--- src/rtl/servo_pwm_driver_if.sv ---
// Controller handshake bundle for servo_pwm_driver: the held sample and start strobe go out,
// and the done flag and signed servo command come back.
interface servo_pwm_driver_if #(
    parameter int unsigned WIDTH = 12
);

    logic [WIDTH-1:0]          y_k_o;
    logic                      dataf_o;
    logic                      dataf_i;
    logic signed [2*WIDTH-1:0] servo_i;

    // The driver is the master: it starts a controller computation and consumes the result.
    modport master (
        output y_k_o,
        output dataf_o,
        input  dataf_i,
        input  servo_i
    );

    modport slave (
        input  y_k_o,
        input  dataf_o,
        output dataf_i,
        output servo_i
    );

endinterface

--- src/rtl/servo_pwm_driver.sv ---
// Servo PWM driver: once per PWM period it samples the sensor and hands it to a controller.
// It then turns the returned command into a clamped duty that takes effect at the next wrap.
module servo_pwm_driver #(
    parameter int unsigned WIDTH       = 12,
    parameter int unsigned PERIOD_CYC  = 2000,
    parameter int unsigned TIMEOUT_CYC = 64,
    parameter int unsigned DUTY_CENTER = 150,
    parameter int unsigned DUTY_MIN    = 100,
    parameter int unsigned DUTY_MAX    = 200,
    parameter int unsigned SHIFT       = 4
) (
    input  logic               clk_i,
    input  logic               reset,
    input  logic [WIDTH-1:0]   y_adc_i,
    servo_pwm_driver_if.master ctl,
    output logic               pwm_o,
    output logic [WIDTH-1:0]   duty_o,
    output logic               busy_o,
    output logic               err_o
);

    localparam int unsigned CmdW = 2 * WIDTH;
    localparam int unsigned RawW = WIDTH + 2;

    localparam logic [15:0] CntLast  = 16'(PERIOD_CYC - 1);
    localparam logic [15:0] WaitLast = 16'(TIMEOUT_CYC - 1);

    localparam logic signed [CmdW-1:0] SatHi = CmdW'((1 << (WIDTH - 1)) - 1);
    localparam logic signed [CmdW-1:0] SatLo = ~SatHi;

    localparam logic signed [RawW-1:0] RawCenter = RawW'(DUTY_CENTER);
    localparam logic signed [RawW-1:0] RawMin    = RawW'(DUTY_MIN);
    localparam logic signed [RawW-1:0] RawMax    = RawW'(DUTY_MAX);

    localparam logic [WIDTH-1:0] DutyCenter = WIDTH'(DUTY_CENTER);
    localparam logic [WIDTH-1:0] DutyMin    = WIDTH'(DUTY_MIN);
    localparam logic [WIDTH-1:0] DutyMax    = WIDTH'(DUTY_MAX);

    typedef enum logic [1:0] {
        StIdle,
        StStart,
        StWait,
        StUpdate
    } state_e;

    state_e r_state;
    state_e w_state_next;

    logic [15:0]             r_count;
    logic [15:0]             r_wait;
    logic                    r_pwm;
    logic [WIDTH-1:0]        r_duty;
    logic [WIDTH-1:0]        r_shadow;
    logic [WIDTH-1:0]        r_y_k;
    logic signed [CmdW-1:0]  r_cmd;
    logic                    r_err;

    logic                    w_wrap;
    logic                    w_accept;
    logic                    w_timeout;
    logic signed [WIDTH-1:0] w_sat;
    logic signed [WIDTH-1:0] w_off;
    logic signed [RawW-1:0]  w_raw;
    logic [WIDTH-1:0]        w_duty_new;

    assign w_wrap    = (r_count == CntLast);
    assign w_accept  = (r_state == StWait) && ctl.dataf_i;
    assign w_timeout = (r_state == StWait) && !ctl.dataf_i && (r_wait == WaitLast);

    // Period counter
    always_ff @(posedge clk_i or posedge reset) begin
        if (reset) begin
            r_count <= '0;
        end else if (w_wrap) begin
            r_count <= '0;
        end else begin
            r_count <= r_count + 16'd1;
        end
    end

    // Active duty only reloads at the period boundary so a pulse is never cut short.
    always_ff @(posedge clk_i or posedge reset) begin
        if (reset) begin
            r_duty <= DutyCenter;
            r_pwm  <= 1'b0;
        end else begin
            if (w_wrap) begin
                r_duty <= r_shadow;
            end
            r_pwm <= (32'(r_count) < 32'(r_duty));
        end
    end

    // FSM state register
    always_ff @(posedge clk_i or posedge reset) begin
        if (reset) begin
            r_state <= StIdle;
        end else begin
            r_state <= w_state_next;
        end
    end

    // FSM next state
    always_comb begin
        w_state_next = r_state;
        unique case (r_state)
            StIdle: begin
                if (w_wrap) begin
                    w_state_next = StStart;
                end
            end
            StStart: begin
                w_state_next = StWait;
            end
            StWait: begin
                if (ctl.dataf_i) begin
                    w_state_next = StUpdate;
                end else if (r_wait == WaitLast) begin
                    w_state_next = StIdle;
                end
            end
            StUpdate: begin
                w_state_next = StIdle;
            end
            default: begin
                w_state_next = StIdle;
            end
        endcase
    end

    // FSM outputs
    always_comb begin
        ctl.dataf_o = 1'b0;
        busy_o      = 1'b0;
        unique case (r_state)
            StStart: begin
                ctl.dataf_o = 1'b1;
                busy_o      = 1'b1;
            end
            StWait: begin
                busy_o = 1'b1;
            end
            default: begin
                ctl.dataf_o = 1'b0;
                busy_o      = 1'b0;
            end
        endcase
    end

    // WAIT dwell counter; it restarts every time WAIT is entered.
    always_ff @(posedge clk_i or posedge reset) begin
        if (reset) begin
            r_wait <= '0;
        end else if (r_state == StWait) begin
            r_wait <= r_wait + 16'd1;
        end else begin
            r_wait <= '0;
        end
    end

    always_ff @(posedge clk_i or posedge reset) begin
        if (reset) begin
            r_y_k    <= '0;
            r_cmd    <= '0;
            r_shadow <= DutyCenter;
            r_err    <= 1'b0;
        end else begin
            if ((r_state == StIdle) && w_wrap) begin
                r_y_k <= y_adc_i;
            end
            if (w_accept) begin
                r_cmd <= ctl.servo_i;
            end
            if (r_state == StUpdate) begin
                r_shadow <= w_duty_new;
            end
            if (w_timeout) begin
                r_err <= 1'b1;
            end
        end
    end

    // Command to duty: saturate to the sample range, scale down, offset, clamp to servo limits.
    always_comb begin
        if (r_cmd > SatHi) begin
            w_sat = SatHi[WIDTH-1:0];
        end else if (r_cmd < SatLo) begin
            w_sat = SatLo[WIDTH-1:0];
        end else begin
            w_sat = r_cmd[WIDTH-1:0];
        end
    end

    assign w_off = w_sat >>> SHIFT;
    assign w_raw = RawCenter + $signed({{2{w_off[WIDTH-1]}}, w_off});

    always_comb begin
        if (w_raw < RawMin) begin
            w_duty_new = DutyMin;
        end else if (w_raw > RawMax) begin
            w_duty_new = DutyMax;
        end else begin
            w_duty_new = w_raw[WIDTH-1:0];
        end
    end

    assign ctl.y_k_o = r_y_k;
    assign pwm_o     = r_pwm;
    assign duty_o    = r_duty;
    assign err_o     = r_err;

endmodule

--- src/flat_wrapper.sv ---
// flat-port wrapper written by rule: the top's interface ports become plain ports
module servo_pwm_driver_flat 
#(
    parameter int unsigned WIDTH       = 12,
    parameter int unsigned PERIOD_CYC  = 2000,
    parameter int unsigned TIMEOUT_CYC = 64,
    parameter int unsigned DUTY_CENTER = 150,
    parameter int unsigned DUTY_MIN    = 100,
    parameter int unsigned DUTY_MAX    = 200,
    parameter int unsigned SHIFT       = 4
)
  (clk_i, reset, y_adc_i, pwm_o, duty_o, busy_o, err_o, ctl_y_k_o, ctl_dataf_o, ctl_dataf_i, ctl_servo_i);
  servo_pwm_driver_if #(.WIDTH(WIDTH)) ctl_i ();
  input  logic clk_i;
  input  logic reset;
  input  logic [WIDTH-1:0] y_adc_i;
  output logic pwm_o;
  output logic [WIDTH-1:0] duty_o;
  output logic busy_o;
  output logic err_o;
  output wire logic [$bits(ctl_i.y_k_o)-1:0] ctl_y_k_o;
  output wire logic [$bits(ctl_i.dataf_o)-1:0] ctl_dataf_o;
  input wire logic [$bits(ctl_i.dataf_i)-1:0] ctl_dataf_i;
  input wire logic [$bits(ctl_i.servo_i)-1:0] ctl_servo_i;
  assign ctl_y_k_o = ctl_i.y_k_o;
  assign ctl_dataf_o = ctl_i.dataf_o;
  assign ctl_i.dataf_i = ctl_dataf_i;
  assign ctl_i.servo_i = ctl_servo_i;
  servo_pwm_driver #(.WIDTH(WIDTH), .PERIOD_CYC(PERIOD_CYC), .TIMEOUT_CYC(TIMEOUT_CYC), .DUTY_CENTER(DUTY_CENTER), .DUTY_MIN(DUTY_MIN), .DUTY_MAX(DUTY_MAX), .SHIFT(SHIFT)) u_core (.clk_i(clk_i), .reset(reset), .y_adc_i(y_adc_i), .ctl(ctl_i), .pwm_o(pwm_o), .duty_o(duty_o), .busy_o(busy_o), .err_o(err_o));
endmodule
--- config.mk ---
export PLATFORM = sky130hd
export DESIGN_NAME = servo_pwm_driver_flat
export DESIGN_NICKNAME = d
export VERILOG_FILES = /design/src/rtl/servo_pwm_driver_if.sv /design/src/rtl/servo_pwm_driver.sv /design/src/flat_wrapper.sv
export SDC_FILE = /design/constraint.sdc
export NUM_CORES = 1
export LEC_CHECK = 0
export ABC_AREA = 1
export CAP_MARGIN = 0
export CORE_ASPECT_RATIO = 1.25
export CORE_MARGIN = 2
export CORE_UTILIZATION = 40
export DETAILED_ROUTE_END_ITERATION = 16
export HOLD_SLACK_MARGIN = 0.08
export PLACE_DENSITY = 0.73
export SKIP_LAST_GASP = 1
export SYNTH_ARGS = -nofsm -noshare
export SYNTH_HDL_FRONTEND = slang
export SYNTH_SLANG_ARGS = --single-unit
--- constraint.sdc ---
create_clock -name clk_i -period 2.5 [get_ports clk_i]
set_input_delay 0.25 -clock clk_i [delete_from_list [all_inputs] [get_ports clk_i]]
set_output_delay 0.25 -clock clk_i [all_outputs]
set_load 0.03 [all_outputs]
==> flow_summary.yaml, run 1 <==
cells_and_area:
  diodes: 0
  layout-drive-gt1-share_pct: 12.2
  seq_area_mm2: 0.00216
  fin_cells: 720
  final_cell_mix: "nand2_1 (140), dfrtp_1 (78), inv_1 (62)"
  nNetsFinal: 638
  final_area_mm2: 0.00541
  syn2layout_area_growth_pct: 25.5
  final_common_cell: "nand2_1"
  multiInputGateArea_mm2: 0.00184
  fill_cells: 976
  final_core_util_pct: 51.2
pwr:
  powerDensity_mw_per_mm2: 925
  finalPower_mw: 5.00
  ir_worst_vdd_v: 0.000555
  cellLeakagePower_nw: 2.52
sta:
  fin_ws_ns: 0.263
  rsz0062_at_grt: "false"
  hold_viol_final: 0
  setup_viol: 0
  min_period_ns: 2.24
  slew_headroom_pct: 61.8
  timing.fmax_mhz: 447
  worstMarginPinSlew_ns: 0.568
  slew_violations: 0
  whs_ns: 0.281
  period_share_pct: 89.5
  fin_skew_ns: 0.00537
  finalSetupTns_ns: 0
global_route:
  grt_overflow_total: 0
  grt_pass1_wl_um: 15000
  antenna_found_initial: 0
  track_usage_pct: 15.7
  grt_pass1_vias: 3429
  grt_max_degree: 35
drt:
  ant_nets: 0
  dr.pass1.iters: 4
  drt_iter0_markers: 104
  drt_wl_total_um: 8490
  avgViaCountPerCell: 4.85
  drc: 0
  wl_per_cell_um: 11.8
  vias: 3492
yosys:
  yosysWarnings: 0
  synth.cell_area_mm2: 0.00431
  synth.avg_cell_area_um2: 8.39
  syn_inst: 513
  synth.top_cells.by_area: "dfrtp_1 (45%), nand2_1 (12%), inv_1 (5.5%)"
  async_flop_share_pct: 100
  synth_top_area_share_pct: 45.3
  ys.flop_type: "dfrtp_1"
  synthDistinctLibCells: 39
  yosys.area.top_type: "dfrtp_1"
  ys_seq_elements: 86
  synth_seq_area_share_pct: 50.2
  synth_edf_count: 0
worst_setup_path:
  cp_data_arrival_time_ns: 2.47
  end_kind: "flop"
  criticalPathCategory: "flop to flop"
  start_kind: "flop"
  required_ns: 2.73
  worstPathMaxFanout: 20
clocking:
  clock_latency_ns: 0.34
  h-tree-depth: 3
  cts_sinks: 86
  clockBufferDepth: 2
  cts_tree: "yes"
  cts_root_buf: "clkbuf_16"
  clk_pin_slew_ns: 0.06
  numCtsBuffers: 9
placed_design:
  hpwl_um: 6410
  io_buffers: 59
  dp_slack_ns: 0.238
  place_area_mm2: 0.00508
  gp_congestion: 0.813
  dp.cells: 702
floorplanning:
  fp.coreArea_mm2: 0.0106
  die_h_um: 120
  start_util_pct: 40.8
  io_pins: 67
  die_w_um: 96.8
  rows: 42
  dieArea_mm2: 0.0116
worst_hold_path:
  hp-class: "input pin to asynchronous set/reset pin"
outcome:
  run_status: "complete, no violations"
job:
  cap_violations: 0
## power by group
group	internal (mW)	switching, mW
clock	0.833	0.544
combinational	0.674	1.14
sequential	1.66	0.149
## worst max-delay path, cell delays in order (launching register included)
cell and delay, ns:
dfrtp_1 0.42, nor4_1 0.55, inv_1 0.10, nor2_1 0.11, nand2_1 0.24, inv_1 0.50
a21oi_1 0.09, o21a_1 0.13
## flip-flops by register name (all words and copies together), names as in the netlist
register / count
u_core.r_count: 16
u_core.r_shadow: 9
u_core.duty_o: 9
u_core.ctl.y_k_o: 12
u_core.r_wait: 16
u_core.r_state: 2
u_core.pwm_o: 1
u_core.err_o: 1
u_core.r_cmd: 20
## worst paths after layout
kind	startpoint	to	slack, ns	cells after the start
max	u_core.r_count[12]$_DFF_PP0_	u_core.r_count[6]$_DFF_PP0_	0.26	7
min	reset	u_core.ctl.y_k_o[6]$_DFFE_PP0P_	0.28	2
min reg2reg	u_core.r_shadow[1]$_DFFE_PP1N_	u_core.r_shadow[1]$_DFFE_PP1N_	0.47	2
max reg2reg	u_core.r_count[12]$_DFF_PP0_	u_core.r_count[6]$_DFF_PP0_	0.26	7
max in group asynchronous	reset	u_core.r_cmd[10]$_DFFE_PP0P_	1.54	3
min in group clk_i	ctl_servo_i[19]	u_core.r_cmd[19]$_DFFE_PP0P_	0.44	3
## cells by family after synthesis
logic type	Yosys count	share of synthesized area [%]
DFF	86	50.2
other	1	0.0871
and+or+nand+nor	250	25.2
AOI/OAI and AO/OA	65	8.54
muxes	12	3.14
xor gates and xnor gates	4	0.814
buffers and inverters	79	7.35
adders and majority gates	16	4.65
## layout make-up
cell class	count	area share, %
clock buffers	12	4.74
well taps	132	3.05
flip-flops and latches	86	40.0
clock inverters	4	0.995
repair buffers	69	12.5
multi-input cells	350	34.0
inverters	67	4.67
## what timing repair did
| item | CTS | global route |
|---|---|---|
| hold buffers | 0 | 0 |
| gates resized for setup | 0 | 1 |
| setup buffers | 0 | 2 |
| endpoints found under the hold margin | 0 | 0 |
| setup endpoints to repair | 0 | 6 |
## synthesized netlist by cell type (8+ instances only)
master / count
dfstp_2: 8
nand2_1: 140
nand4_1: 10
dfrtp_1: 78
a21oi_1: 23
nor2_1: 41
mux2_2: 12
nand2_2: 14
o21ai_0: 28
nand3_1: 18
inv_1: 63
ha_1: 16
nor3_1: 13
## metal layers
| metal | share of wire, % | vias to the layer above | GRT usage (%) | wire (um) |
|---|---|---|---|---|
| met4 | 2.0 | 0 | 7.75 | 170 |
| met2 | 51 | 73 | 26.7 | 4300 |
| met5 | 0 | - | 0 | 0 |
| met3 | 3.2 | 12 | 3.03 | 276 |
| li1 | - | 1775 | - | - |
| met1 | 44 | 1632 | 19.1 | 3750 |
No activity file was read; power rests on OpenSTA's default activity.
==> run 2, diff against run 1 <==
Settings changed: CTS_CLUSTER_SIZE set to 16, MAX_ROUTING_LAYER set to met4, TNS_END_PERCENT set to 20.
==> run 2 against run 1 <==
  * Cell area increased by 0.97%
  * First-iteration DRC count up 46%
  * Die area is the same
  * Critical path depth up 13
  * Register-to-register slack about the same
  * Non-clock buffer count increased by 1
  * Clock power is 9% higher
  * Hold slack gained 0.045 ns
  * Final cell count increased by 0.14%
  * Largest power group unchanged
==> flow_summary.yaml, run 2 (synthesis gave the netlist of run 1 again) <==
worst_hold_path:
  hp-class: "input pin to asynchronous set/reset pin"
floorplanning:
  rows: 42
  dieArea_mm2: 0.0116
  fp.coreArea_mm2: 0.0106
  die_h_um: 120
  io_pins: 67
  die_w_um: 96.8
  start_util_pct: 40.8
worst_setup_path:
  cpMostUsedCell: "nand2_1"
  end_kind: "flop"
  path_cells: "buf_4 -> nor2_1 -> nand2_1 -> nor2_2 -> nand2_1 -> nand2_2 -> nand2_1 -> nand2_1 -> ha_4 -> inv_1 -> nand2_2 -> nand2_2 -> nand3_1 -> nand2_2 -> nor2_4 -> inv_2 -> nand2_2 -> nand2_1 -> nand2_1 -> nand2_1"
  worstPathMaxFanout: 5
  cp_data_arrival_time_ns: 2.47
  criticalPathCategory: "flop to flop"
  slowest_stage: "dfrtp_1"
  start_kind: "flop"
  required_ns: 2.73
  critPathMaxStageDelay_ns: 0.39
sta:
  hold_viol_final: 0
  min_period_ns: 2.25
  timing.fmax_mhz: 445
  rsz0062_at_grt: "true"
  worstMarginPinSlew_ns: 0.522
  setup_viol: 0
  fin_ws_ns: 0.251
  fin_skew_ns: 0.00755
  period_share_pct: 89.9
  slew_violations: 0
  finalSetupTns_ns: 0
  slew_headroom_pct: 64.9
placed_design:
  dp_slack_ns: 0.255
  io_buffers: 59
  hpwl_um: 6130
  gp_congestion: 0.823
global_route:
  track_usage_pct: 16.1
  grt_pass1_wl_um: 15000
  antenna_found_initial: 0
  grt_max_degree: 87
  grt_overflow_total: 0
  grt_pass1_vias: 3451
drt:
  avgViaCountPerCell: 4.88
  dr_wl_met2_um: 4340
  drt_iter0_markers: 152
  drc: 0
  ant_nets: 0
  dr.pass1.iters: 4
  wl_per_cell_um: 11.9
  met1Wirelength_um: 3760
  top_layer_used: "met4"
  wl_met3_um: 334
  vias: 3522
  drt_wl_total_um: 8610
clocking:
  numCtsBuffers: 9
  cts_root_buf: "clkbuf_16"
  h-tree-depth: 3
  cts_tree: "yes"
  clk_pin_slew_ns: 0.07
  clockBufferDepth: 2
  cts_sinks: 86
  ctsHoldBuffers: 0
  clock_latency_ns: 0.33
pwr:
  ir_worst_vdd_v: 0.000531
  powerDensity_mw_per_mm2: 950
  finalPower_mw: 5.18
  cellLeakagePower_nw: 2.54
cells_and_area:
  largest-register: "u_core.r_cmd"
  diodes: 0
  largest_reg_flops: 20
  final_cell_mix: "nand2_1 (139), dfrtp_1 (78), inv_1 (62)"
  final_common_cell: "nand2_1"
  nNetsFinal: 639
  layout-drive-gt1-share_pct: 12.7
  biggestRegsByFlops: "u_core.r_cmd: 20 flops, u_core.r_count: 16 flops, u_core.r_wait: 16 flops"
  syn2layout_area_growth_pct: 26.8
job:
  cap_violations: 0
outcome:
  run_status: "complete, no violations"
-- run 2: changes by cell type in the layout (fill, tap and decap cells not counted), sizes merged --
cell      change
clkbuf        -2
clkinv        +2
bufinv        +2
buf           +1
inv           -1
clkinvlp      -1
-- run 2: routing by layer --
layer | vias to the layer above | global-route usage, %
met1 | 1632 | 18.9
met5 | - | -
met2 | 86 | 26.9
met4 | 0 | 7.48
met3 | 18 | 2.85
li1 | 1786 | -
-- run 2: metrics by stage --
| step | hold WS (ns) | cells | area [um2] | utilization [%] |
|---|---|---|---|---|
| CTS | 0.354 | 717 | 5410 | 51.2 |
| detailed placement | 0.451 | 701 | 5070 | 48.0 |
| global route | 0.395 | 721 | 5460 | 51.7 |
| global placement | 0.443 | 701 | 5070 | 48.0 |
| finish | 0.325 | 721 | 5460 | 51.7 |
| floorplan | 0.360 | 515 | 4310 | - |
-- run 2: area by class of cell --
type / count / area, um2
Timing Repair Buffer: 70 / 686
Tap cell: 132 / 165
Fill cell: 958 / 5100
Clock buffer: 10 / 229
Clock inverter: 6 / 111
Inverter: 67 / 253
Multi-Input combinational cell: 350 / 1850
Sequential cell: 86 / 2160
-- run 2: where the power goes --
| group | switching, mW | total, mW | internal [mW] | leakage (nW) |
|---|---|---|---|---|
| registers | 0.145 | 1.80 | 1.66 | 1.09 |
| logic | 1.16 | 1.87 | 0.710 | 1.29 |
| clock network | 0.532 | 1.51 | 0.976 | 0.163 |
-- run 2: worst max-delay path, delay by kind of cell (launching register included) --
kind          cells  cell delay (ns)
flops             1             0.39
fa+ha+maj         1             0.15
simple gates     16             1.36
buf+inv           3             0.22
-- run 2: path summary, 6_finish.rpt --
path / startpoint / to / slack [ns] / depth (start not counted)
setup / recovery: u_core.r_cmd[12]$_DFFE_PP0P_ / u_core.r_shadow[3]$_DFFE_PP0N_ / 0.25 / 20
hold / removal: reset / u_core.ctl.y_k_o[8]$_DFFE_PP0P_ / 0.33 / 3
setup reg to reg: u_core.r_cmd[12]$_DFFE_PP0P_ / u_core.r_shadow[3]$_DFFE_PP0N_ / 0.25 / 20
hold reg to reg: u_core.r_wait[0]$_DFF_PP0_ / u_core.r_wait[0]$_DFF_PP0_ / 0.46 / 1
max in group asynchronous: reset / u_core.duty_o[1]$_DFFE_PP1N_ / 1.79 / 3
min in group clk_i: ctl_servo_i[12] / u_core.r_cmd[12]$_DFFE_PP0P_ / 0.45 / 3
-- run 2: what timing repair did --
action                                  in CTS  in global routing
endpoints found under the setup margin       0                  7
setup buffers                                0                  4
gates resized for setup                      0                  3
